[config.mk]
export PLATFORM = sky130hd
export DESIGN_NAME = adc_bitslip_ctrl
export DESIGN_NICKNAME = d
export VERILOG_FILES = /design/src/rtl/adc_bitslip_ctrl.sv
export SDC_FILE = /design/constraint.sdc
export NUM_CORES = 1
export LEC_CHECK = 0
export BUFFER_PORTS_ARGS = -buffer_cell sky130_fd_sc_hd__buf_2
export CAP_MARGIN = 0
export CORE_ASPECT_RATIO = 1.1
export CORE_MARGIN = 5
export CORE_UTILIZATION = 53
export CTS_CLUSTER_DIAMETER = 60
export CTS_CLUSTER_SIZE = 8
export DETAILED_ROUTE_END_ITERATION = 16
export PLACE_DENSITY = 0.76
export SLEW_MARGIN = 20
export SYNTH_ARGS = -nofsm -noshare
export SYNTH_HDL_FRONTEND = slang
export SYNTH_SLANG_ARGS = --single-unit
[constraint.sdc]
create_clock -name clk -period 2.75 [get_ports clk]
set_input_delay 0.55 -clock clk [delete_from_list [all_inputs] [get_ports clk]]
set_output_delay 0.55 -clock clk [all_outputs]
set_load 0.02 [all_outputs]
[src/rtl/adc_bitslip_ctrl.sv]
`default_nettype none
// ============================================================================
// Module   : adc_bitslip_ctrl
// Brief    : Word-alignment sequencer for one ISERDES2 ADC frame lane. It
//            issues BITSLIP strobes until the frame word is stable, then
//            tracks the lane and starts realignment on loss of lock.
// Revision : 1.0 - initial release
// ============================================================================
module adc_bitslip_ctrl #(
    parameter int               WIDTH   = 6,
    parameter logic [WIDTH-1:0] PATTERN = 6'b111000,
    parameter int               SETTLE  = 4,
    parameter int               NMATCH  = 16,
    parameter int               MAXSLIP = 11
) (
    input  logic             clk,
    input  logic             rst,
    input  logic             start,
    input  logic [WIDTH-1:0] din,
    output logic             bs,
    output logic             aligned,
    output logic             err,
    output logic             lost,
    output logic [3:0]       slipcnt
);

    localparam int c_sw = (SETTLE > 1) ? $clog2(SETTLE) : 1;
    localparam int c_mw = (NMATCH > 1) ? $clog2(NMATCH) : 1;

    localparam logic [c_sw-1:0] c_settle_last = c_sw'(SETTLE - 1);
    localparam logic [c_mw-1:0] c_match_last  = c_mw'(NMATCH - 1);
    localparam logic [3:0]      c_maxslip     = 4'(MAXSLIP);

    localparam logic [2:0] c_st_idle   = 3'd0;
    localparam logic [2:0] c_st_settle = 3'd1;
    localparam logic [2:0] c_st_check  = 3'd2;
    localparam logic [2:0] c_st_slip   = 3'd3;
    localparam logic [2:0] c_st_done   = 3'd4;
    localparam logic [2:0] c_st_fail   = 3'd5;

    logic [2:0]      r_state;
    logic [c_sw-1:0] r_settle_cnt;
    logic [c_mw-1:0] r_match_cnt;
    logic            r_bs;
    logic            r_aligned;
    logic            r_err;
    logic            r_lost;
    logic [3:0]      r_slipcnt;

    logic [2:0]      w_state_nxt;
    logic [c_sw-1:0] w_settle_nxt;
    logic [c_mw-1:0] w_match_nxt;
    logic            w_bs_nxt;
    logic            w_aligned_nxt;
    logic            w_err_nxt;
    logic            w_lost_nxt;
    logic [3:0]      w_slipcnt_nxt;
    logic            w_match;

    assign w_match = (din == PATTERN);

    always_comb begin
        w_state_nxt   = r_state;
        w_settle_nxt  = r_settle_cnt;
        w_match_nxt   = r_match_cnt;
        w_bs_nxt      = 1'b0;
        w_aligned_nxt = r_aligned;
        w_err_nxt     = r_err;
        w_lost_nxt    = r_lost;
        w_slipcnt_nxt = r_slipcnt;

        case (r_state)
            c_st_idle, c_st_fail: begin
                w_aligned_nxt = 1'b0;
                if (start) begin
                    w_state_nxt   = c_st_settle;
                    w_settle_nxt  = '0;
                    w_match_nxt   = '0;
                    w_err_nxt     = 1'b0;
                    w_lost_nxt    = 1'b0;
                    w_slipcnt_nxt = '0;
                end
            end

            c_st_settle: begin
                if (r_settle_cnt == c_settle_last) begin
                    w_state_nxt  = c_st_check;
                    w_settle_nxt = '0;
                    w_match_nxt  = '0;
                end else begin
                    w_settle_nxt = r_settle_cnt + 1'b1;
                end
            end

            c_st_check: begin
                if (w_match) begin
                    if (r_match_cnt == c_match_last) begin
                        w_state_nxt   = c_st_done;
                        w_aligned_nxt = 1'b1;
                    end else begin
                        w_match_nxt = r_match_cnt + 1'b1;
                    end
                end else if (r_slipcnt < c_maxslip) begin
                    // Strobe and count land on the same edge, so SLIPCNT
                    // already includes the slip being issued.
                    w_state_nxt   = c_st_slip;
                    w_bs_nxt      = 1'b1;
                    w_slipcnt_nxt = r_slipcnt + 1'b1;
                end else begin
                    w_state_nxt = c_st_fail;
                    w_err_nxt   = 1'b1;
                end
            end

            c_st_slip: begin
                w_state_nxt  = c_st_settle;
                w_settle_nxt = '0;
            end

            c_st_done: begin
                // A restart request outranks a coincident mismatch.
                if (start) begin
                    w_state_nxt   = c_st_settle;
                    w_settle_nxt  = '0;
                    w_match_nxt   = '0;
                    w_aligned_nxt = 1'b0;
                    w_err_nxt     = 1'b0;
                    w_lost_nxt    = 1'b0;
                    w_slipcnt_nxt = '0;
                end else if (!w_match) begin
                    w_state_nxt   = c_st_settle;
                    w_settle_nxt  = '0;
                    w_match_nxt   = '0;
                    w_aligned_nxt = 1'b0;
                    w_lost_nxt    = 1'b1;
                    w_slipcnt_nxt = '0;
                end else begin
                    w_aligned_nxt = 1'b1;
                end
            end

            default: begin
                w_state_nxt   = c_st_idle;
                w_aligned_nxt = 1'b0;
            end
        endcase
    end

    always_ff @(posedge clk) begin
        if (rst) begin
            r_state      <= c_st_idle;
            r_settle_cnt <= '0;
            r_match_cnt  <= '0;
            r_bs         <= 1'b0;
            r_aligned    <= 1'b0;
            r_err        <= 1'b0;
            r_lost       <= 1'b0;
            r_slipcnt    <= '0;
        end else begin
            r_state      <= w_state_nxt;
            r_settle_cnt <= w_settle_nxt;
            r_match_cnt  <= w_match_nxt;
            r_bs         <= w_bs_nxt;
            r_aligned    <= w_aligned_nxt;
            r_err        <= w_err_nxt;
            r_lost       <= w_lost_nxt;
            r_slipcnt    <= w_slipcnt_nxt;
        end
    end

    assign bs      = r_bs;
    assign aligned = r_aligned;
    assign err     = r_err;
    assign lost    = r_lost;
    assign slipcnt = r_slipcnt;

endmodule
`default_nettype wire
; After elaboration in Yosys (flattened, before gate mapping)
; Cells that the tools add are included.
[word_totals]
ramBits = 0
romBits = 0
output_inout_bits = 8
elab_cells = 86
inputBits = 9
latch_bits = 0
n_memories = 0
ff_bits = 17
[op_classes]
mul = 0
div_mod_pow = 0
addsub = 3
order_cmp = 1
shift = 0
n_reduce_logical = 17
n_mux = 36
eq_ne = 19
n_bitwise = 2
[ops]
columns = op, count
row1 = $mux W4, 8
row2 = $mux W3, 7
row3 = $ne A2 B2 Y1 const B, 8
row4 = $pmux W4 S4, 1
row5 = $pmux W3 S5, 1
row6 = $pmux W4 S3, 1
row7 = $mux W1, 10
row8 = $reduce_and A3 Y1, 3
row9 = $add A4 B1 Y4 const B, 2
row10 = $mux W2, 4
row11 = $pmux W2 S4, 1
row12 = $reduce_and A4 Y1, 2
row13 = $reduce_bool A4 Y1, 2
row14 = $eq A3 B2 Y1 const B, 2
row15 = $eq A3 B3 Y1 const B, 2
row16 = $eq A6 B6 Y1 const B, 1
row17 = $ne A3 B3 Y1 const B, 2
row18 = $reduce_and A6 Y1, 1
row19 = $reduce_or A3 Y1, 2
row20 = $reduce_and A5 Y1, 1
row21 = $eq A4 B4 Y1 const B, 1
row22 = $lt A4 B4 Y1 const B, 1
row23 = $pmux W1 S2, 2
row24 = $reduce_bool A2 Y1, 2
row25 = 9 further kinds, 11

; Depth between registers and ports, before layout
; Gate-level depths: netlist of run 1.
[depth]
word_depth = 4
ltp_mapped = 7
ltp_nobuf = 6

; Worst setup path before layout of run 1
; OpenSTA, ideal clock, no wires.
[synth_timing]
path_kind = input port to flip-flop
from = input din[1]
to = register r_match_cnt[0]
required_time_ns = 2.620
n_path_buf = 1
path_stages = 5
path_slack_ns = 0.632
arrival_ns = 1.988
setup_ns = 0.130
path_cell_list = or4b_4 -> buf_6 -> o41a_1 -> o311ai_2 -> o41ai_1
[synth_between]
elab_chain_cells = 3
word_cells_on_any_way = 4
classes_between = eq/ne: 3 / reduce/logical: 1
[synth_rtl]
columns = element, line_no
row1 = start: declaration, 19  ; input logic [WIDTH-1:0] din,
row2 = $eq A6 B6 Y1 (*), 60  ; assign w_match = (din == PATTERN);
row3 = $ne A3 B3 Y1 (no source line) / $ne A2 B2 Y1 (equally long branches), -
row4 = $reduce_and A6 Y1 (no source line) (*), -
row5 = end signal: assignment, 162  ; r_match_cnt <= w_match_nxt;
row6 = end: declaration, 43  ; logic [c_mw-1:0] r_match_cnt;
; Mark *: on every way between the ends. The rest lies on a longest branch, timed or not.
; A chain may end at the register's enable or synchronous reset.

; Final worst setup path of run 1
[layout_timing]
from = register r_state[1]
to = register r_match_cnt[3]
[layout_between]
elab_chain_cells = 4
word_cells_on_any_way = 14
classes_between = eq/ne: 9 / mux: 1 / reduce/logical: 4
[layout_rtl]
columns = element, line_no
row1 = start: declaration, 41  ; logic [2:0] r_state;
row2 = start signal: assignment, 151  ; r_state <= c_st_idle;
row3 = start signal: assignment, 160  ; r_state <= w_state_nxt;
row4 = $eq A3 B3 Y1 / $logic_not A3 Y1 (equally long branches), 72  ; case (r_state)
row5 = $reduce_or A2 Y1, 72
row6 = $reduce_bool A4 Y1 (no source line) / $ne A2 B2 Y1 (equally long branches), -
row7 = $reduce_and A6 Y1 (no source line), -
; Parallel ways exist; a longest one is shown, timed or not.

==> metrics.md, run 1 <==
| Metric | Value |
|---|---|
| Die W | `50.23 um` |
| Area of the core | `1742 um^2` |
| CP Cell Sequence | `or3b_2 > nor4_4 > a41oi_1 > a311oi_1` |
| Post-synth top cells | `dfxtp_1, a21oi_1, nor2_1, o21ai_1, nand2_1` |
| Final Hold Viols | `0` |
| Placer congestion estimate | `0.8426` |
| Crit. End Element | `flip-flop` |
| Vias in the first global route | `between 800 and 900` |
| Post-CTS resize count | `0` |
| Final setup violation count | `0` |
| Ports | `17` |
| Async SR Flop Fraction | `0` |
| Max Cap Viol | `0` |
| Worst path required time | `2.97 ns` |
| Share of the yosys chip area belonging to registers | `0.3607` |
| Max incr delay on CP | `0.54 ns` |
| CTS tree | `built` |
| Die height | `54.25 um` |
| Global-route wire length before repair | `3746 um` |
| Layout Nets | `137` |
| Area Overhead vs Synth | `11.80%` |
| Routed len/inst | `15.37 um` |
| CTS Buffer Depth | `2` |
| Initial antenna violation count | `0` |
| Routed wire length | `between 2000 and 2500 um` |
| Sink Count | `17` |
| Crit path max fanout | `11` |
| Yosys warns | `0` |
| Critical path launch point type | `flip-flop` |
| Slew headroom | `0.6598` |
| Number of core rows | `16` |
| Slowest-stage cell, CP | `or3b_2` |
| N_diodes | `0` |
| Hold Worst Slack | `approximately 0.48 ns` |
| Ranking of synthesized cells by area | `dfxtp_1, a21oi_1, ha_1, o21ai_1, nor2_1` |
| Synth top area share | `0.3607` |
| Filler cells | `155` |
| Largest area contributor in the netlist | `dfxtp_1` |
| Total setup buffers inserted after CTS | `0` |
| Top-count cell post-synth | `dfxtp_1` |
| Root Buffer | `clkbuf_4` |
| Fmax achieved | `504.9 MHz` |
| Total negative slack | `0 ns` |
| CP top delay family | `simple AND/OR/NAND/NOR gates` |
| R2r setup slk | `around 0.77 ns` |
| DR vias | `881` |
| H-tree depth | `1` |
| Netlist Area Pre-Place | `943.4 um^2` |
| Tot Pwr | `~450 uW` |
| Final min period | `1.981 ns` |
| Peak VDD IR | `0.3197 mV` |
| Main synth FF type | `dfxtp_1` |
| Cell count after synthesis | `108` |
| Synth unique cells | `41` |
| Post-synth EDFFs | `0` |
| CTS Buf Count | `3` |
| Final WS setup | `0.7694 ns` |
| Final slew viol count | `0` |
| Status | `finished clean` |
| Drt pass-1 iters | `4` |
| Worst Setup Path Type | `reg2reg` |
| Syn nets | `120` |
| LEAKAGE | `0.4233 nW` |
| #FFs+latches synth | `17` |
| Buffers on Ports | `16` |
| Via density | `6.204` |
| Pwr/cell area | `428.2 nW/um^2` |
| HPWL Detailed | `roughly 1600 um` |
| Hold Buf Count CTS | `0` |
| Largest net degree at the start of global routing | `13` |
| Hold Path Class | `reg2reg` |
| Starting Density | `0.5417` |
| Worst-Skew Late Latency | `0.30 ns` |
| Syn_area_per_cell | `roughly 8.7 um^2` |
| Die area | `around 2700 um^2` |
| Worst-path clk slew | `0.11 ns` |
| Period utilization | `0.7202` |
| Worst-Margin Slew | `~0.5 ns` |
| Skew final | `0.01167 ns` |
| DP Worst Slack | `0.4878 ns` |
| Global Route Usage Sum | `0.1805` |
| Share of layout cells above drive strength 1 | `0.2339` |
| DR DRC count | `0` |
| RSZ-0062 raised after global routing | `false` |
| GRT Residual Overflow | `0` |
| Routed Antenna Nets | `0` |
| 1st-iter DRT viols | `8` |
| Buffers plus inverters on the worst setup path | `0` |
| Critical path data arrival time | `2.20 ns` |
[through the flow]
| step | std cells | area (um^2) | utilization |
|---|---|---|---|
| 6_report | 142 | 1055 | 0.6056 |
| 3_3_place_gp | 138 | 1027 | 0.5898 |
| 4_1_cts | 142 | 1055 | 0.6056 |
| 5_1_grt | 142 | 1055 | 0.6056 |
| 3_5_place_dp | 138 | 1027 | 0.5898 |
| 2_1_floorplan | 108 | 943.4 | - |
[state kept, by name, summed over array words and instances (netlist names)]
register,cells
r_match_cnt,4
lost,1
r_settle_cnt,2
bs,1
r_state,3
slipcnt,4
err,1
aligned,1
[worst register-to-register path: stages (launching register included)]
cell and delay, ns:
dfxtp_1 0.53, or3b_2 0.54, nor4_4 0.38, a41oi_1 0.18
a311oi_1 0.26
[cells in the final DEF, fill, tap and decap left out, types with 2 or more instances in the layout]
cell	n
nor2b_1	3
nor3_1	3
inv_1	5
mux2i_1	2
a41oi_1	3
o41ai_1	2
dfxtp_1	17
o21ai_1	7
nand3_1	5
clkbuf_4	3
ha_1	3
nor2_1	7
a31oi_1	2
buf_2	16
a21oi_1	8
o21ai_0	2
a311oi_1	3
nand2b_1	3
nand2_1	6
[routing by layer]
layer,part of all wire,global-route usage,vias up
met1,0.47,0.2246,402
li1,-,-,443
met2,0.45,0.3033,31
met4,0.021,0.09170,0
met3,0.055,0.02725,5
met5,0,0,-
[cells by family after synthesis]
kind of cell	after synthesis	synth area share
AND/OR/NAND/NOR	38	0.2480
flip-flops	17	0.3607
multiplexers	3	0.03316
adder cells (fa/ha/maj)	3	0.03979
AO/OA/AOI/OAI	36	0.2666
buffers and inverters	11	0.05172
[where the power goes]
part,switching (mW),internal [mW]
clock,0.0836,0.0543
combinational,0.0318,0.0243
sequential,0.00643,0.251
[cell type report]
| cell class | count | area, um^2 | area share |
|---|---|---|---|
| clock buffers | 3 | 22.52 | 0.02135 |
| clock inverters | 1 | 5.005 | 0.004745 |
| inverters | 6 | 22.52 | 0.02135 |
| multi-input cells | 80 | 554.3 | 0.5255 |
| flip-flops and latches | 17 | 340.3 | 0.3227 |
| well taps | 18 | 22.52 | 0.02135 |
| repair buffers | 17 | 87.58 | 0.08304 |
[worst paths after layout]
kind | from | end | depth (start not counted)
setup / recovery | r_state[1] | r_match_cnt[3] | 4
hold / removal | r_settle_cnt[1] | r_settle_cnt[1] | 2
setup reg to reg | r_state[1] | r_match_cnt[3] | 4
hold reg to reg | r_settle_cnt[1] | r_settle_cnt[1] | 2
Note: power is estimated with default switching activity, not from simulation.
==> run 2, diff against run 1 <==
CORE_UTILIZATION = 48   (was 53)
PLACE_DENSITY = 0.73   (was 0.76)
clock period = 1.78 ns   (was 2.75 ns; I/O delays follow)
==> run 2 against run 1 <==
  * Clock power is 51% higher
  * Combinational power is 95% higher
  * Sequential power is 54% higher
  * Flip-flop and latch count stayed put
  * Clock skew is 0.0064 ns lower
  * Clock-buffer cell count is 1 higher
  * Core utilization is 6.3 points higher
  * Global-route usage is 0.77 points lower
  * Final cell count is 16% higher
  * First-iteration DRC count is 100% higher
  * Wire length is 5.2% higher
  * Sequential share of layout area is 4.1 points lower
==> metrics.md, run 2 (same netlist as run 1, synthesis figures left out) <==
| Metric | Value |
|---|---|
| DP Worst Slack | `-0.1575 ns` |
| CTS tree | `built` |
| Metal1 wirelength | `947 um` |
| GRT Residual Overflow | `0` |
| Placer congestion estimate | `0.8989` |
| Final instance area | `approximately 1200 um^2` |
| Worst path required time | `about 2 ns` |
| Worst Setup Path Type | `reg2reg` |
| Tot Pwr | `714.2 uW` |
| CTS Buf Count | `3` |
| Buffers on Ports | `16` |
| Starting Density | `0.5179` |
| Status | `finished clean` |
| DR vias | `between 900 and 1k` |
| Hold Worst Slack | `0.3882 ns` |
| Number of core rows | `16` |
| Post-layout util | `0.6683` |
| Global-route wire length before repair | `between 4000 and 5000 um` |
| Drt pass-1 iters | `4` |
| CTS Buffer Depth | `2` |
| DR DRC count | `0` |
| Commonest non-fill, non-tap cell in the layout | `buf_2` |
| Die height | `56.50 um` |
| Routed wire length | `approximately 2300 um` |
| Most frequent cells in the layout | `buf_2, dfxtp_1, buf_4` |
| Initial antenna violation count | `0` |
| Met3 WL | `141 um` |
| Period utilization | `0.9629` |
| Fmax achieved | `583.4 MHz` |
| Hold Buf Count CTS | `0` |
| LEAKAGE | `approximately 0.5 nW` |
| Pwr/cell area | `586.7 nW/um^2` |
| Max Cap Viol | `0` |
| Skew final | `0.005303 ns` |
| Share of layout cells above drive strength 1 | `0.3478` |
| Post-DP Area | `1149 um^2` |
| Ports | `17` |
| Max Used Layer | `met4` |
| Root Buffer | `clkbuf_4` |
| Final min period | `~1.7 ns` |
| Final slew viol count | `0` |
| Vias in the first global route | `978` |
| N_diodes | `0` |
| Via density | `around 5.7` |
| Area of the core | `1822 um^2` |
| Crit. End Element | `flip-flop` |
| Worst-Margin Slew | `between 0.4 and 0.5 ns` |
| Die W | `52.27 um` |
| WL met2 | `between 1000 and 1500 um` |
| Worst-path clk slew | `roughly 0.1 ns` |
| Die area | `2953 um^2` |
| Largest net degree at the start of global routing | `13` |
| Worst-Skew Late Latency | `0.29 ns` |
| Hold Path Class | `in2reg` |
| HPWL Detailed | `1688 um` |
| Final setup violation count | `0` |
| 1st-iter DRT viols | `16` |
| Filler cells | `158` |
| Critical path launch point type | `flip-flop` |
| Peak VDD IR | `0.4585 mV` |
| Area Overhead vs Synth | `29.05%` |
| Global Route Usage Sum | `0.1728` |
| Final WS setup | `0.06598 ns` |
| Routed len/inst | `around 14 um` |
| Final Hold Viols | `0` |
| Sink Count | `17` |
| Crit path max fanout | `3` |
| H-tree depth | `1` |
| Routed Antenna Nets | `0` |
| Layout Nets | `151` |
| Critical path data arrival time | `1.92 ns` |
| Slew headroom | `0.7060` |
## run 2: changes by cell type in the layout (fill, tap and decap cells not counted), sizes merged
| cell | previous run | this run |
|---|---|---|
| clkinv | 1 | 0 |
| clkbuf | 3 | 4 |
| buf | 17 | 31 |
## run 2: through the flow
step / TNS, ns / instances
after CTS: 0 / 165
after detailed placement: -1.045 / 161
after floorplan: -0.1758 / 108
after global placement: -0.7855 / 161
final: 0 / 165
after global routing: -0.02162 / 165
## run 2: path summary, 6_finish.rpt
check	start	slack, ns	depth (start not counted)	end
worst max-delay path	r_settle_cnt[0]	0.07	4	r_settle_cnt[0]
worst min-delay path	rst	0.39	2	err
worst max register to register	r_settle_cnt[0]	0.07	4	r_settle_cnt[0]
worst min register to register	r_settle_cnt[1]	0.48	2	r_settle_cnt[1]
## run 2: area by class of cell
| type | count | area [um^2] | area share |
|---|---|---|---|
| well taps | 27 | 33.78 | 0.02775 |
| clock buffers | 4 | 26.28 | 0.02158 |
| multi-input cells | 80 | 599.3 | 0.4923 |
| repair buffers | 31 | 192.7 | 0.1583 |
| inverters | 6 | 22.52 | 0.01850 |
| flip-flops and latches | 17 | 342.8 | 0.2816 |
## run 2: worst max-delay path: stages, from the launching register on
cell	delay [ns]
dfxtp_1	0.35
ha_1	0.24
or4b_4	0.51
mux2_2	0.29
a311oi_2	0.23
## run 2: power by group
group	internal, mW	switching, mW	leakage (nW)
logic	0.0499	0.0586	0.356
clock network	0.0870	0.121	0.0150
registers	0.389	0.00918	0.138
## run 2: timing repair
item / in CTS / in global routing
gates resized for setup: 1 / 7
buffers inserted: 0 / 0
endpoints found under the setup margin: 6 / 7
pin swaps: 1 / 2
## run 2: per-layer routing
layer	global-route usage	vias up
li1	-	466
met1	0.1974	437
met2	0.3034	32
met3	0.02646	4
met4	0.08394	0
met5	0	-
